[src/rtl/score_stream_tx.sv]
// Frame streamer: reads DATA_NUM scores from a synchronous-read BRAM in address order
// and emits them on a valid/ready stream, with a 3-deep FIFO hiding the read latency.
module score_stream_tx #(
  parameter int DATA_WIDTH  = 11,
  parameter int DATA_NUM    = 15486,
  parameter int INDEX_WIDTH = (DATA_NUM > 1) ? $clog2(DATA_NUM) : 1
) (
  input  logic                   clk_i,
  input  logic                   rst_ni,
  input  logic                   start_i,
  input  logic                   abort_i,
  output logic                   busy_o,
  output logic                   done_o,
  output logic                   bram_en_o,
  output logic [INDEX_WIDTH-1:0] bram_addr_o,
  input  logic [DATA_WIDTH-1:0]  bram_dout_i,
  output logic                   out_valid_o,
  input  logic                   next_ready_i,
  output logic [DATA_WIDTH-1:0]  out_data_o,
  output logic                   out_last_o
);

  typedef enum logic [1:0] {
    IDLE,
    RUN,
    DRAIN
  } state_e;

  localparam logic [INDEX_WIDTH-1:0] LastAddr = INDEX_WIDTH'(DATA_NUM - 1);

  state_e                 state_q, state_d;
  logic [INDEX_WIDTH-1:0] rdAddr_q, rdAddr_d;
  logic                   inflight_q, inflight_d;
  logic                   inflightLast_q, inflightLast_d;
  logic [1:0]             count_q, count_d;
  logic [1:0]             wrPtr_q, wrPtr_d;
  logic [1:0]             rdPtr_q, rdPtr_d;
  logic                   done_q, done_d;
  logic [DATA_WIDTH-1:0]  fifoData_q [3];
  logic                   fifoLast_q [3];

  logic       issue;
  logic       push;
  logic       pop;
  logic       flush;
  logic       headValid;
  logic       headLast;
  logic [2:0] occupancy;

  function automatic logic [1:0] ptrInc(input logic [1:0] p);
    return (p == 2'd2) ? 2'd0 : p + 2'd1;
  endfunction

  // Read issue looks only at registered occupancy, keeping next_ready off the bram_en path.
  assign occupancy = {1'b0, count_q} + {2'b00, inflight_q};
  assign issue     = (state_q == RUN) && (occupancy < 3'd3);
  assign flush     = abort_i && (state_q != IDLE);
  assign headValid = (count_q != 2'd0);
  assign headLast  = fifoLast_q[rdPtr_q];
  assign push      = inflight_q && !flush;
  assign pop       = headValid && next_ready_i && !flush;

  always_comb begin
    state_d        = state_q;
    rdAddr_d       = rdAddr_q;
    inflight_d     = issue;
    inflightLast_d = issue && (rdAddr_q == LastAddr);
    count_d        = count_q;
    wrPtr_d        = wrPtr_q;
    rdPtr_d        = rdPtr_q;
    done_d         = 1'b0;

    if (push) wrPtr_d = ptrInc(wrPtr_q);
    if (pop)  rdPtr_d = ptrInc(rdPtr_q);
    case ({push, pop})
      2'b10:   count_d = count_q + 2'd1;
      2'b01:   count_d = count_q - 2'd1;
      default: count_d = count_q;
    endcase

    if (issue && (rdAddr_q != LastAddr)) rdAddr_d = rdAddr_q + INDEX_WIDTH'(1);

    case (state_q)
      IDLE: begin
        if (start_i && !abort_i) begin
          state_d  = RUN;
          rdAddr_d = '0;
        end
      end
      RUN: begin
        if (issue && (rdAddr_q == LastAddr)) state_d = DRAIN;
      end
      DRAIN: begin
        if (pop && headLast) begin
          state_d = IDLE;
          done_d  = 1'b1;
        end
      end
      default: state_d = IDLE;
    endcase

    // Abort drops buffered data and the pending read return, without a done pulse.
    if (flush) begin
      state_d        = IDLE;
      rdAddr_d       = '0;
      inflight_d     = 1'b0;
      inflightLast_d = 1'b0;
      count_d        = 2'd0;
      wrPtr_d        = 2'd0;
      rdPtr_d        = 2'd0;
      done_d         = 1'b0;
    end
  end

  always_ff @(posedge clk_i or negedge rst_ni) begin
    if (!rst_ni) begin
      state_q        <= IDLE;
      rdAddr_q       <= '0;
      inflight_q     <= 1'b0;
      inflightLast_q <= 1'b0;
      count_q        <= 2'd0;
      wrPtr_q        <= 2'd0;
      rdPtr_q        <= 2'd0;
      done_q         <= 1'b0;
    end else begin
      state_q        <= state_d;
      rdAddr_q       <= rdAddr_d;
      inflight_q     <= inflight_d;
      inflightLast_q <= inflightLast_d;
      count_q        <= count_d;
      wrPtr_q        <= wrPtr_d;
      rdPtr_q        <= rdPtr_d;
      done_q         <= done_d;
    end
  end

  always_ff @(posedge clk_i or negedge rst_ni) begin
    if (!rst_ni) begin
      for (int i = 0; i < 3; i++) begin
        fifoData_q[i] <= '0;
        fifoLast_q[i] <= 1'b0;
      end
    end else if (push) begin
      fifoData_q[wrPtr_q] <= bram_dout_i;
      fifoLast_q[wrPtr_q] <= inflightLast_q;
    end
  end

  assign busy_o      = (state_q != IDLE);
  assign done_o      = done_q;
  assign bram_en_o   = issue;
  assign bram_addr_o = rdAddr_q;
  assign out_valid_o = headValid;
  assign out_data_o  = headValid ? fifoData_q[rdPtr_q] : '0;
  assign out_last_o  = headValid && headLast;

endmodule

[config.mk]
export PLATFORM = sky130hd
export DESIGN_NAME = score_stream_tx
export DESIGN_NICKNAME = d
export VERILOG_FILES = /design/src/rtl/score_stream_tx.sv
export SDC_FILE = /design/constraint.sdc
export NUM_CORES = 1
export LEC_CHECK = 0
export ABC_CLOCK_PERIOD_IN_PS = 2800
export BUFFER_PORTS_ARGS = -buffer_cell sky130_fd_sc_hd__buf_4
export CAP_MARGIN = 20
export CORE_MARGIN = 10
export CORE_UTILIZATION = 56
export CTS_CLUSTER_DIAMETER = 150
export CTS_CLUSTER_SIZE = 28
export DETAILED_ROUTE_END_ITERATION = 16
export MAX_ROUTING_LAYER = met4
export PLACE_DENSITY = 0.79
export SYNTH_ARGS = -nofsm -noshare
export SYNTH_HDL_FRONTEND = slang
export SYNTH_SLANG_ARGS = --single-unit
[constraint.sdc]
create_clock -name clk_i -period 2.8 [get_ports clk_i]
set_clock_uncertainty 0.2 [all_clocks]
set_input_delay 0.42 -clock clk_i [delete_from_list [all_inputs] [get_ports clk_i]]
set_output_delay 0.42 -clock clk_i [all_outputs]
set_load 0.005 [all_outputs]
Word level (Yosys, flattened, before mapping)
Index checks and enable logic that the tools add are counted.
- bits in registers: 61
- output and inout port bits: 30
- input bits: 16
- word-level logic and storage cells: 92
- equal/unequal tests: 11
- reductions and logical operators: 20
- muxes and demuxes: 35
- magnitude comparators: 4
- $add $sub $neg: 6
- bitwise logic cells: 2
- operators by type and width (kind ; number):
    $mux 14 ; 4
    $mux 11 ; 4
    $bwmux 33 ; 1
    $bmux 11 s2 ; 1
    $demux 11 s2 ; 1
    $mux 2 ; 11
    $add 14x1->14 const B ; 1
    $eq 14x14->1 const B ; 1
    $ne 14x14->1 const B ; 1
    $logic_and 1x1->1 ; 11
    $eq 2x2->1 const B ; 4
    $mux 1 ; 8
    $reduce_bool 2->1 ; 4
    $add 2x1->2 const B ; 3
    $ge 3x3->1 const B ; 2
    $ne 3x3->1 const B ; 2
    $not 2->3 ; 2
    $pmux 2 s3 ; 1
    $eq 2x1->1 const B ; 2
    $pmux 2 s2 ; 1
    $add 2x1->3 ; 1
    $bwmux 3 ; 1
    $lt 3x1->1 const B ; 1
    $lt 3x2->1 const B ; 1
    8 further kinds ; 9

Longest topological paths before layout
Gate-level depths: netlist of the first run.
- depth after elaboration: 8
- mapped depth: 7
- gate-level depth less buffers: 7

Least setup slack after synthesis of the first run
Ideal clock, no wire load.
- path type: register -> register
- from: reg count_q[0]
- to: reg rdAddr_q[13], in the netlist bram_addr_o[13]
- clock period less this slack: 2349 ps
- slack: 451 ps
- path buffers: 0
- stages on the path, launching flop included: 7
- arrival: 2070 ps
- library setup time: 79 ps
- required time: 2521 ps
- cells stage by stage: dfrtp_1 -> ha_1 -> ha_1 -> a211oi_4 -> nand4_2 -> or4_1 -> a21oi_1
- longest elaborated chain between the ends: 8
- ends and longest elaborated chain (what ; RTL line ; source):
    start, declared ; 35 ; logic [1:0] count_q, count_d;
    start signal, assigned ; 130 ; count_q <= count_d;
    $add 2x1->3 (*) ; 55 ; assign occupancy = {1'b0, count_q} + {2'b00, inflight_q};
    $lt 3x2->1 (*) ; 56 ; assign issue = (state_q == RUN) && (occupancy < 3'd3);
    $logic_and 1x1->1 (*) ; 56 ;
    $logic_and 1x1->1 (*) ; 81 ; if (issue && (rdAddr_q != LastAddr)) rdAddr_d = rdAddr_q + INDEX_WIDTH'(1);
    $mux 14 (*) ; 81 ;
    $mux 14 ; 85 ; if (start_i && !abort_i) begin
    $mux 14 (*) ; 83 ; case (state_q)
    $mux 14 (*) ; 103 ; if (flush) begin
    named net rdAddr_d[13] ; 32 ; logic [INDEX_WIDTH-1:0] rdAddr_q, rdAddr_d;
    end signal, assigned ; 127 ; rdAddr_q <= rdAddr_d;
    end, declared ; 32 ;
Mark *: on every way through the listed nets, which the timed path passes. The rest lies on a longest branch.
A chain may end at the register's enable or synchronous reset.

Final worst setup path of the first run
- from: reg count_q[0]
- to: out bram_en_o
- longest elaborated chain between the ends: 3
- ends and longest elaborated chain (what ; RTL line ; source):
    $add 2x1->3 ; 55 ;
    $lt 3x2->1 ; 56 ;
    $logic_and 1x1->1 ; 56 ;
    end, declared ; 14 ; output logic bram_en_o,
No other way between the ends.

==> results.sh, run 1 <==
export IMPL_fin_cells=399
export IMPL_cap_violations=0
export IMPL_drive_above_1_share=0.337
export IMPL_syn_inst=273
export IMPL_gr_total_overflow=0
export IMPL_placed_cells=382
export IMPL_numCtsBuffers=9
export IMPL_use_met3=0.0488
export IMPL_syn_to_final_growth_pct=19.7
export IMPL_synthAdderAreaFrac=0.0167
export IMPL_drc_errors=0
export IMPL_diodes=0
export IMPL_layout_common_cells="dfrtp_1, buf_4, mux2_2, nor2_1, a21oi_1"
export IMPL_use_met2=0.258
export IMPL_drt_wl_total_um=6720
export IMPL_synth_flop_cell="dfrtp_1"
export IMPL_endpoint_kind="output pin"
export IMPL_die_h_um=93.2
export IMPL_grt_busiest_layer="met2"
export IMPL_synth_area_um2=3000
export IMPL_ioPinCount=46
export IMPL_drv_slew=0
export IMPL_irDropWorstVdd_mv=0.594
export IMPL_syn_avg_cell_area_um2=11.0
export IMPL_relSlewSlack=0.490
export IMPL_rsz0062_at_grt="false"
export IMPL_dieArea_um2=8690
export IMPL_grt_max_degree=62
export IMPL_core_region_area_um2=5140
export IMPL_min_period_ns=2.68
export IMPL_dr_pass1_iters=5
export IMPL_muxShareOfSynthArea=0.185
export IMPL_yosysWarnings=0
export IMPL_cp_start_kind="flop"
export IMPL_ant_nets=0
export IMPL_setup_tns_ns=0
export IMPL_path_class="reg2out"
export IMPL_critPathRequiredTime_ns=2.18
export IMPL_fmax_mhz=373
export IMPL_place_gp_congestion=0.803
export IMPL_crit_arrival_ns=2.06
export IMPL_final_common_cell="dfrtp_1"
export IMPL_clk_path_buf_depth=2
export IMPL_htree_levels=3
export IMPL_wl_per_cell_um=16.8
export IMPL_p_per_area_nw_per_um2=846
export IMPL_hold_violations=0
export IMPL_hold_class="in2reg"
export IMPL_routed_via_density=5.66
export IMPL_synth_edf_count=0
export IMPL_path_clk_slew_ns=0.06
export IMPL_grt_util_met1=0.206
export IMPL_grt_first_pass_wirelength_um=11400
export IMPL_synthXorXnorAreaFrac=0.00583
export IMPL_synth_nets=293
export IMPL_grt_pass1_vias=2299
export IMPL_clkLatencyLatePin_ns=0.33
export IMPL_synth_distinct_cells=43
export IMPL_hpwlAfterDp_um=4610
export IMPL_n_fill_cell=406
export IMPL_status="completed"
export IMPL_rows=26
export IMPL_tightest_slew_ns=0.765
export IMPL_synth_simple_area_share=0.150
export IMPL_synth_top_family_by_area="multiplexers"
export IMPL_layout_nets=345
export IMPL_clock_sinks=61
export IMPL_root_buffer="clkbuf_8"
export IMPL_die_w_um=93.2
export IMPL_start_util=0.584
export IMPL_crit_path_max_fanout=7
export IMPL_ys_seq_area_frac=0.508
export IMPL_synth_compound_area_frac=0.101
export IMPL_ys_async_sr_fraction=1.00
export IMPL_synth_seq_cells=61
export IMPL_vias=2258
export IMPL_p_leak_nw=1.65
export IMPL_drt_iter0_markers=205
export IMPL_antenna_found_initial=0
export IMPL_period_share=0.959
export IMPL_cts_tree="done"
export IMPL_grt_total_usage=0.168
export IMPL_portBuffers=45
export IMPL_setup_violations=0
==> state kept, by name, indices dropped and copies added, names as in the netlist, 2 cells and up <==
signal       cells
fifoData_q      33
bram_addr_o     14
fifoLast_q       3
count_q          2
rdPtr_q          2
state_q          2
wrPtr_q          2
==> cells by family (layout without fill, tap and decap cells) <==
group                      count (synthesis)  count (layout)
and+or+nand+nor                           83              83
buffers and inverters                     22              78
muxes                                     51              51
xor gates and xnor gates                   2               2
adders and majority gates                  4               4
DFF                                       61              61
AOI/OAI and AO/OA                         50              50
==> power by group <==
| part | internal (mW) | total (mW) | switching [mW] |
|---|---|---|---|
| registers | 1.15 | 1.33 | 0.181 |
| logic | 0.560 | 1.05 | 0.486 |
| clock network | 0.339 | 0.665 | 0.326 |
==> cell type report <==
cell class | instances | area (um2) | share of cell area
tap | 70 | 87.6 | 0.0243
inverter | 7 | 26.3 | 0.00730
clock buffer | 13 | 149 | 0.0414
multi-input combinational | 190 | 1380 | 0.382
sequential | 61 | 1530 | 0.424
timing repair buffer | 56 | 423 | 0.118
clock inverter | 2 | 10.0 | 0.00278
==> per-stage QoR <==
step           total power [mW]  utilization  hold WS, ns  worst slack, ns  area, um2
6_report                   3.04        0.700        0.104            0.115       3600
5_1_grt                    3.26        0.700        0.100           0.0116       3600
4_1_cts                    3.06        0.700       0.0973            0.127       3600
3_5_place_dp               2.39        0.666        0.292            0.267       3420
3_3_place_gp               2.33        0.666        0.285            0.315       3420
2_1_floorplan              1.98            -      -0.0756            0.451       3000
==> cell usage after synthesis (2+ instances only) <==
cell type | n | area [um2]
dfrtp_1 | 61 | 1530
mux2_2 | 36 | 405
nor2_1 | 32 | 120
a21oi_1 | 26 | 130
mux2i_1 | 15 | 150
o21ai_0 | 9 | 45.0
buf_2 | 7 | 35.0
inv_1 | 7 | 26.3
clkbuf_1 | 6 | 22.5
nand2_1 | 6 | 22.5
nand4_1 | 6 | 37.5
or3_1 | 6 | 37.5
nand3_1 | 5 | 25.0
o31ai_1 | 5 | 37.5
or4_1 | 5 | 37.5
ha_1 | 4 | 50.1
and4_1 | 3 | 26.3
nor3_1 | 3 | 15.0
a2111oi_0 | 2 | 17.5
and3_1 | 2 | 12.5
nand2b_1 | 2 | 12.5
nor2b_1 | 2 | 12.5
or2_2 | 2 | 12.5
xnor2_1 | 2 | 17.5
==> final timing paths <==
check	start	end	slack, ns	cells after the start
worst min-delay path	abort_i	state_q[1]	0.10	2
worst min register to register	fifoData_q[29]	fifoData_q[29]	0.30	1
min in group asynchronous	rst_ni	bram_addr_o[10]	0.51	2
max in group asynchronous	rst_ni	count_q[0]	1.39	2
worst max-delay path	count_q[0]	bram_en_o	0.12	6
worst max register to register	count_q[0]	bram_addr_o[13]	0.25	7
==> per-layer routing <==
layer | vias to the layer above | wire [um]
li1 | 1087 | -
met1 | 1116 | 3030
met2 | 49 | 3260
met3 | 6 | 360
met4 | 0 | 74
met5 | - | 0
==> what timing repair did <==
action / 4_1_cts / 5_1_grt
gates resized for setup: 0 / 0
endpoints found under the setup margin: 1 / 0
hold endpoints to repair: 61 / 0
buffers inserted: 1 / 0
hold buffers: 1 / 0
==> worst max-delay path, cell delays in order, from the launching register on <==
cell      delay [ns]
dfrtp_1         0.45
ha_1            0.22
ha_1            0.30
a211oi_4        0.25
nand2_1         0.17
inv_1           0.20
buf_4           0.14
Power figures use the tool's default switching activity.
==> run 2, diff against run 1 <==
- MAX_ROUTING_LAYER: met4 -> default
==> run 2 against run 1 <==
Setup slack better by 0.0077 ns; critical path depth unchanged; highest routed layer unchanged; maximum frequency up 0.29%; global-route usage down 0.47 points; hold slack worse by 0.0018 ns; die area unchanged; sequential share of layout area unchanged; first-iteration DRC count down 13%; sequential power about the same.
==> results.sh, run 2 (synthesis results as in run 1) <==
export IMPL_status="completed"
export IMPL_path_class="reg2out"
export IMPL_hpwlAfterDp_um=4610
export IMPL_totalPowerFinal_mw=3.05
export IMPL_core_region_area_um2=5140
export IMPL_rows=26
export IMPL_crit_path_max_fanout=7
export IMPL_place_gp_congestion=0.792
export IMPL_gr_total_overflow=0
export IMPL_multi_input_area_um2=1380
export IMPL_vias=2274
export IMPL_setup_tns_ns=0
export IMPL_p_leak_nw=1.65
export IMPL_crit_arrival_ns=2.06
export IMPL_period_share=0.956
export IMPL_drive_above_1_share=0.337
export IMPL_drc_errors=0
export IMPL_tightest_slew_ns=0.768
export IMPL_dr_pass1_iters=5
export IMPL_drt_wl_total_um=6730
export IMPL_clk_path_buf_depth=2
export IMPL_syn_to_final_growth_pct=19.7
export IMPL_endpoint_kind="output pin"
export IMPL_cap_violations=0
export IMPL_layout_nets=345
export IMPL_die_w_um=93.2
export IMPL_critPathRequiredTime_ns=2.18
export IMPL_start_util=0.584
export IMPL_seqCellArea_um2=1530
export IMPL_grt_total_usage=0.163
export IMPL_ioPinCount=46
export IMPL_placed_cells=382
export IMPL_grt_pass1_vias=2301
export IMPL_pre_cts_ws_ns=0.267
export IMPL_ff2ff_setup_slack_ns=0.25
export IMPL_root_buffer="clkbuf_8"
export IMPL_ant_nets=0
export IMPL_portBuffers=45
export IMPL_fmax_mhz=374
export IMPL_hold_class="in2reg"
export IMPL_final_core_util=0.700
export IMPL_grt_first_pass_wirelength_um=11400
export IMPL_layout_common_cells="dfrtp_1, buf_4, mux2_2, nor2_1, a21oi_1"
export IMPL_clkLatencyLatePin_ns=0.33
export IMPL_largest_register_ffs=33
export IMPL_die_h_um=93.2
export IMPL_final_common_cell="dfrtp_1"
export IMPL_min_period_ns=2.68
export IMPL_dieArea_um2=8690
export IMPL_rsz0062_at_grt="false"
export IMPL_n_fill_cell=406
export IMPL_setup_violations=0
export IMPL_diodes=0
export IMPL_cts_tree="done"
export IMPL_htree_levels=3
export IMPL_wl_per_cell_um=16.9
export IMPL_relSlewSlack=0.488
export IMPL_p_per_area_nw_per_um2=847
export IMPL_hold_violations=0
export IMPL_path_clk_slew_ns=0.06
export IMPL_drv_slew=0
export IMPL_clock_sinks=61
export IMPL_numCtsBuffers=9
export IMPL_cp_start_kind="flop"
export IMPL_regMostFlops="fifoData_q"
export IMPL_grt_max_degree=62
export IMPL_irDropWorstVdd_mv=0.595
export IMPL_antenna_found_initial=0
export IMPL_fin_cells=399
export IMPL_routed_via_density=5.70
export IMPL_drt_iter0_markers=178
export IMPL_setup_ws_ns=0.123
-- run 2: cell counts in the layout (fill, tap and decap cells not counted) --
Identical to the previous run, type by type.
-- run 2: routing by layer --
metal	GRT usage	wire [um]	vias up
li1	-	-	1091
met1	0.206	2990	1121
met5	0	0	-
met4	0.0591	95	0
met2	0.258	3280	54
met3	0.0496	359	8
-- run 2: what timing repair did --
| item | 4_1_cts | 5_1_grt |
|---|---|---|
| hold endpoints to repair | 61 | 0 |
| setup buffers | 1 | 0 |
| endpoints found under the setup margin | 1 | 0 |
| hold buffers | 1 | 0 |
| resized for setup | 0 | 0 |
-- run 2: final timing paths --
kind,startpoint,cells after the start,end
max,count_q[0],6,bram_en_o
min,abort_i,2,state_q[1]
max in group asynchronous,rst_ni,2,count_q[0]
min reg2reg,fifoData_q[29],1,fifoData_q[29]
min in group asynchronous,rst_ni,2,bram_addr_o[10]
max reg2reg,count_q[0],7,bram_addr_o[13]
-- run 2: layout make-up --
class	instances	area share
sequential	61	0.424
timing repair buffer	56	0.118
clock buffer	13	0.0414
tap	70	0.0243
clock inverter	2	0.00278
inverter	7	0.00730
multi-input combinational	190	0.382
-- run 2: where the power goes --
part           switching (mW)  internal [mW]  total [mW]
logic                   0.486          0.560        1.05
registers               0.182           1.15        1.33
clock network           0.328          0.339       0.667
-- run 2: worst max-delay path, stage by stage (launching register included) --
cell and delay [ns]:
dfrtp_1 0.45, ha_1 0.22, ha_1 0.30, a211oi_4 0.25, nand2_1 0.17, inv_1 0.19, buf_4 0.14
-- run 2: metrics by stage --
| stage | hold WS, ns | cell area, um2 |
|---|---|---|
| after CTS | 0.0973 | 3600 |
| final | 0.102 | 3600 |
| after global routing | 0.100 | 3600 |
| after detailed placement | 0.292 | 3420 |
| after floorplan | -0.0756 | 3000 |
| after global placement | 0.285 | 3420 |
==> run 3, diff against run 2 <==
- CORE_UTILIZATION: 56 -> 48
- PLACE_DENSITY: 0.79 -> 0.69
==> run 3 against run 2 <==
Sequential power hardly changed; first-iteration DRC count is 26% lower; maximum frequency is 0.21% higher; die area is 13% higher; largest cell class unchanged; power is 1.6% higher; cell count is 1.5% higher; critical path depth stayed put; hold slack worse by 0.0022 ns.
==> results.sh, run 3 (synthesis results as in run 1) <==
export IMPL_reg2reg_to="bram_addr_o[13]"
export IMPL_drv_slew=0
export IMPL_cpMostUsedCell="ha_1"
export IMPL_die_w_um=99.1
export IMPL_cap_violations=0
export IMPL_clk_path_buf_depth=2
export IMPL_largest_register_ffs=33
export IMPL_start_util=0.501
export IMPL_ioPinCount=46
export IMPL_setup_violations=0
export IMPL_crit_path_max_fanout=7
export IMPL_period_share=0.954
export IMPL_grt_total_usage=0.136
export IMPL_setup_tns_ns=0
export IMPL_tightest_slew_ns=0.776
export IMPL_place_gp_congestion=0.770
export IMPL_dr_pass1_iters=4
export IMPL_routed_via_density=5.57
export IMPL_clkPwrFrac=0.242
export IMPL_comb_power_share=0.327
export IMPL_rsz0062_at_grt="false"
export IMPL_power_switching_uw=980
export IMPL_grt_max_degree=62
export IMPL_clock_sinks=61
export IMPL_ant_nets=0
export IMPL_critPathRequiredTime_ns=2.18
export IMPL_status="completed"
export IMPL_numCtsBuffers=9
export IMPL_relSlewSlack=0.482
export IMPL_rows=28
export IMPL_cts_tree="done"
export IMPL_seq_power_share=0.431
export IMPL_setup_ws_ns=0.129
export IMPL_n_fill_cell=511
export IMPL_vias=2257
export IMPL_regMostFlops="fifoData_q"
export IMPL_crit_arrival_ns=2.05
export IMPL_final_area_um2=3630
export IMPL_die_h_um=99.1
export IMPL_cp_startpoint="count_q[0]"
export IMPL_hold_worst_slack_ns=0.100
export IMPL_gr_total_overflow=0
export IMPL_p_sw_frac=0.317
export IMPL_root_buffer="clkbuf_8"
export IMPL_antenna_found_initial=0
export IMPL_core_region_area_um2=5990
export IMPL_p_per_area_nw_per_um2=852
export IMPL_fmax_mhz=374
export IMPL_drc_errors=0
export IMPL_ff2ff_setup_slack_ns=0.25
export IMPL_pre_cts_ws_ns=0.234
export IMPL_hold_violations=0
export IMPL_htree_levels=3
export IMPL_cp_slowest_cell="dfrtp_1"
export IMPL_worst_hold_startpoint="abort_i"
export IMPL_rr_startpoint="count_q[0]"
export IMPL_grt_pass1_vias=2245
export IMPL_p_leak_nw=1.66
export IMPL_irDropWorstVdd_mv=0.509
export IMPL_layout_common_cells="dfrtp_1, buf_4, mux2_2, nor2_1, a21oi_1"
export IMPL_reg2reg_depth=7
export IMPL_dpl_instance_area_um2=3430
export IMPL_multi_input_area_um2=1380
export IMPL_drt_iter0_markers=132
export IMPL_cp_start_kind="flop"
export IMPL_endpoint="bram_en_o"
export IMPL_hpwlAfterDp_um=4500
export IMPL_drt_wl_total_um=6530
export IMPL_syn_to_final_growth_pct=21.0
export IMPL_hold_class="in2reg"
export IMPL_intPower_mw=2.11
export IMPL_min_path_cells=2
export IMPL_path_class="reg2out"
export IMPL_drive_above_1_share=0.348
export IMPL_dieArea_um2=9820
export IMPL_endpoint_kind="output pin"
export IMPL_path_clk_slew_ns=0.07
export IMPL_diodes=0
export IMPL_clkLatencyLatePin_ns=0.33
export IMPL_max_stage_delay_ns=0.45
export IMPL_path_cells="ha_1 > ha_1 > a211oi_4 > nand2_1 > inv_1 > buf_4"
export IMPL_grt_first_pass_wirelength_um=11100
export IMPL_layout_nets=345
export IMPL_min_period_ns=2.67
export IMPL_final_common_cell="dfrtp_1"
export IMPL_seqCellArea_um2=1530
export IMPL_wl_per_cell_um=16.1
export IMPL_portBuffers=45
-- run 3: changes by cell type in the layout (fill, tap and decap cells not counted), sizes merged --
cell	before	now
bufinv	0	1
clkbuf	13	9
clkinv	2	5
clkinvlp	0	1
-- run 3: critical path: cells and delay by family (launching register included) --
kind | cells | cell delay, ns
adder cells (fa/ha/maj) | 2 | 0.53
AND/OR/NAND/NOR | 1 | 0.16
buffers and inverters | 2 | 0.34
AO/OA/AOI/OAI | 1 | 0.24
flip-flops | 1 | 0.45
-- run 3: final cells by class --
class / instances / area share
clock inverters: 7 / 0.0182
flip-flops and latches: 61 / 0.420
well taps: 75 / 0.0258
multi-input cells: 190 / 0.378
repair buffers: 56 / 0.116
inverters: 7 / 0.00723
clock buffers: 9 / 0.0341
-- run 3: power by group through the flow --
| stage | clock network, mW | logic (mW) | registers (mW) |
|---|---|---|---|
| finish | 0.749 | 1.01 | 1.33 |
| global route | 0.805 | 1.13 | 1.37 |
| CTS | 0.768 | 1.03 | 1.33 |
| detailed placement | 0 | 1.02 | 1.35 |
| global placement | 0 | 1.00 | 1.33 |
| floorplan | 0 | 0.704 | 1.28 |
-- run 3: routing by layer --
metal / share of wire / up-vias / global-route usage / wire length [um]
li1: - / 1096 / - / -
met1: 0.48 / 1110 / 0.179 / 3130
met2: 0.47 / 42 / 0.212 / 3070
met3: 0.039 / 9 / 0.0298 / 258
met4: 0.012 / 0 / 0.0529 / 78
met5: 0 / - / 0 / 0
-- run 3: timing repair --
| item | in CTS | in global routing |
|---|---|---|
| hold endpoints to repair | 57 | 0 |
| endpoints found under the setup margin | 1 | 0 |
| setup buffers | 1 | 0 |
| gates resized for setup | 0 | 0 |
| hold buffers | 1 | 0 |
-- run 3: worst min path at each step --
stage,end,slack [ns]
final,state_q[1],0.10
after global routing,inflight_q,0.12
after CTS,state_q[1],0.09
after detailed placement,fifoData_q[27],0.29
after global placement,fifoData_q[25],0.29
after floorplan,bram_addr_o[0],-0.08
-- run 3: through the flow --
| step | util | total power [mW] | cells |
|---|---|---|---|
| 6_report | 0.607 | 3.10 | 405 |
| 5_1_grt | 0.607 | 3.31 | 405 |
| 4_1_cts | 0.607 | 3.13 | 405 |
| 3_5_place_dp | 0.572 | 2.37 | 387 |
| 3_3_place_gp | 0.572 | 2.34 | 387 |
| 2_1_floorplan | - | 1.98 | 273 |
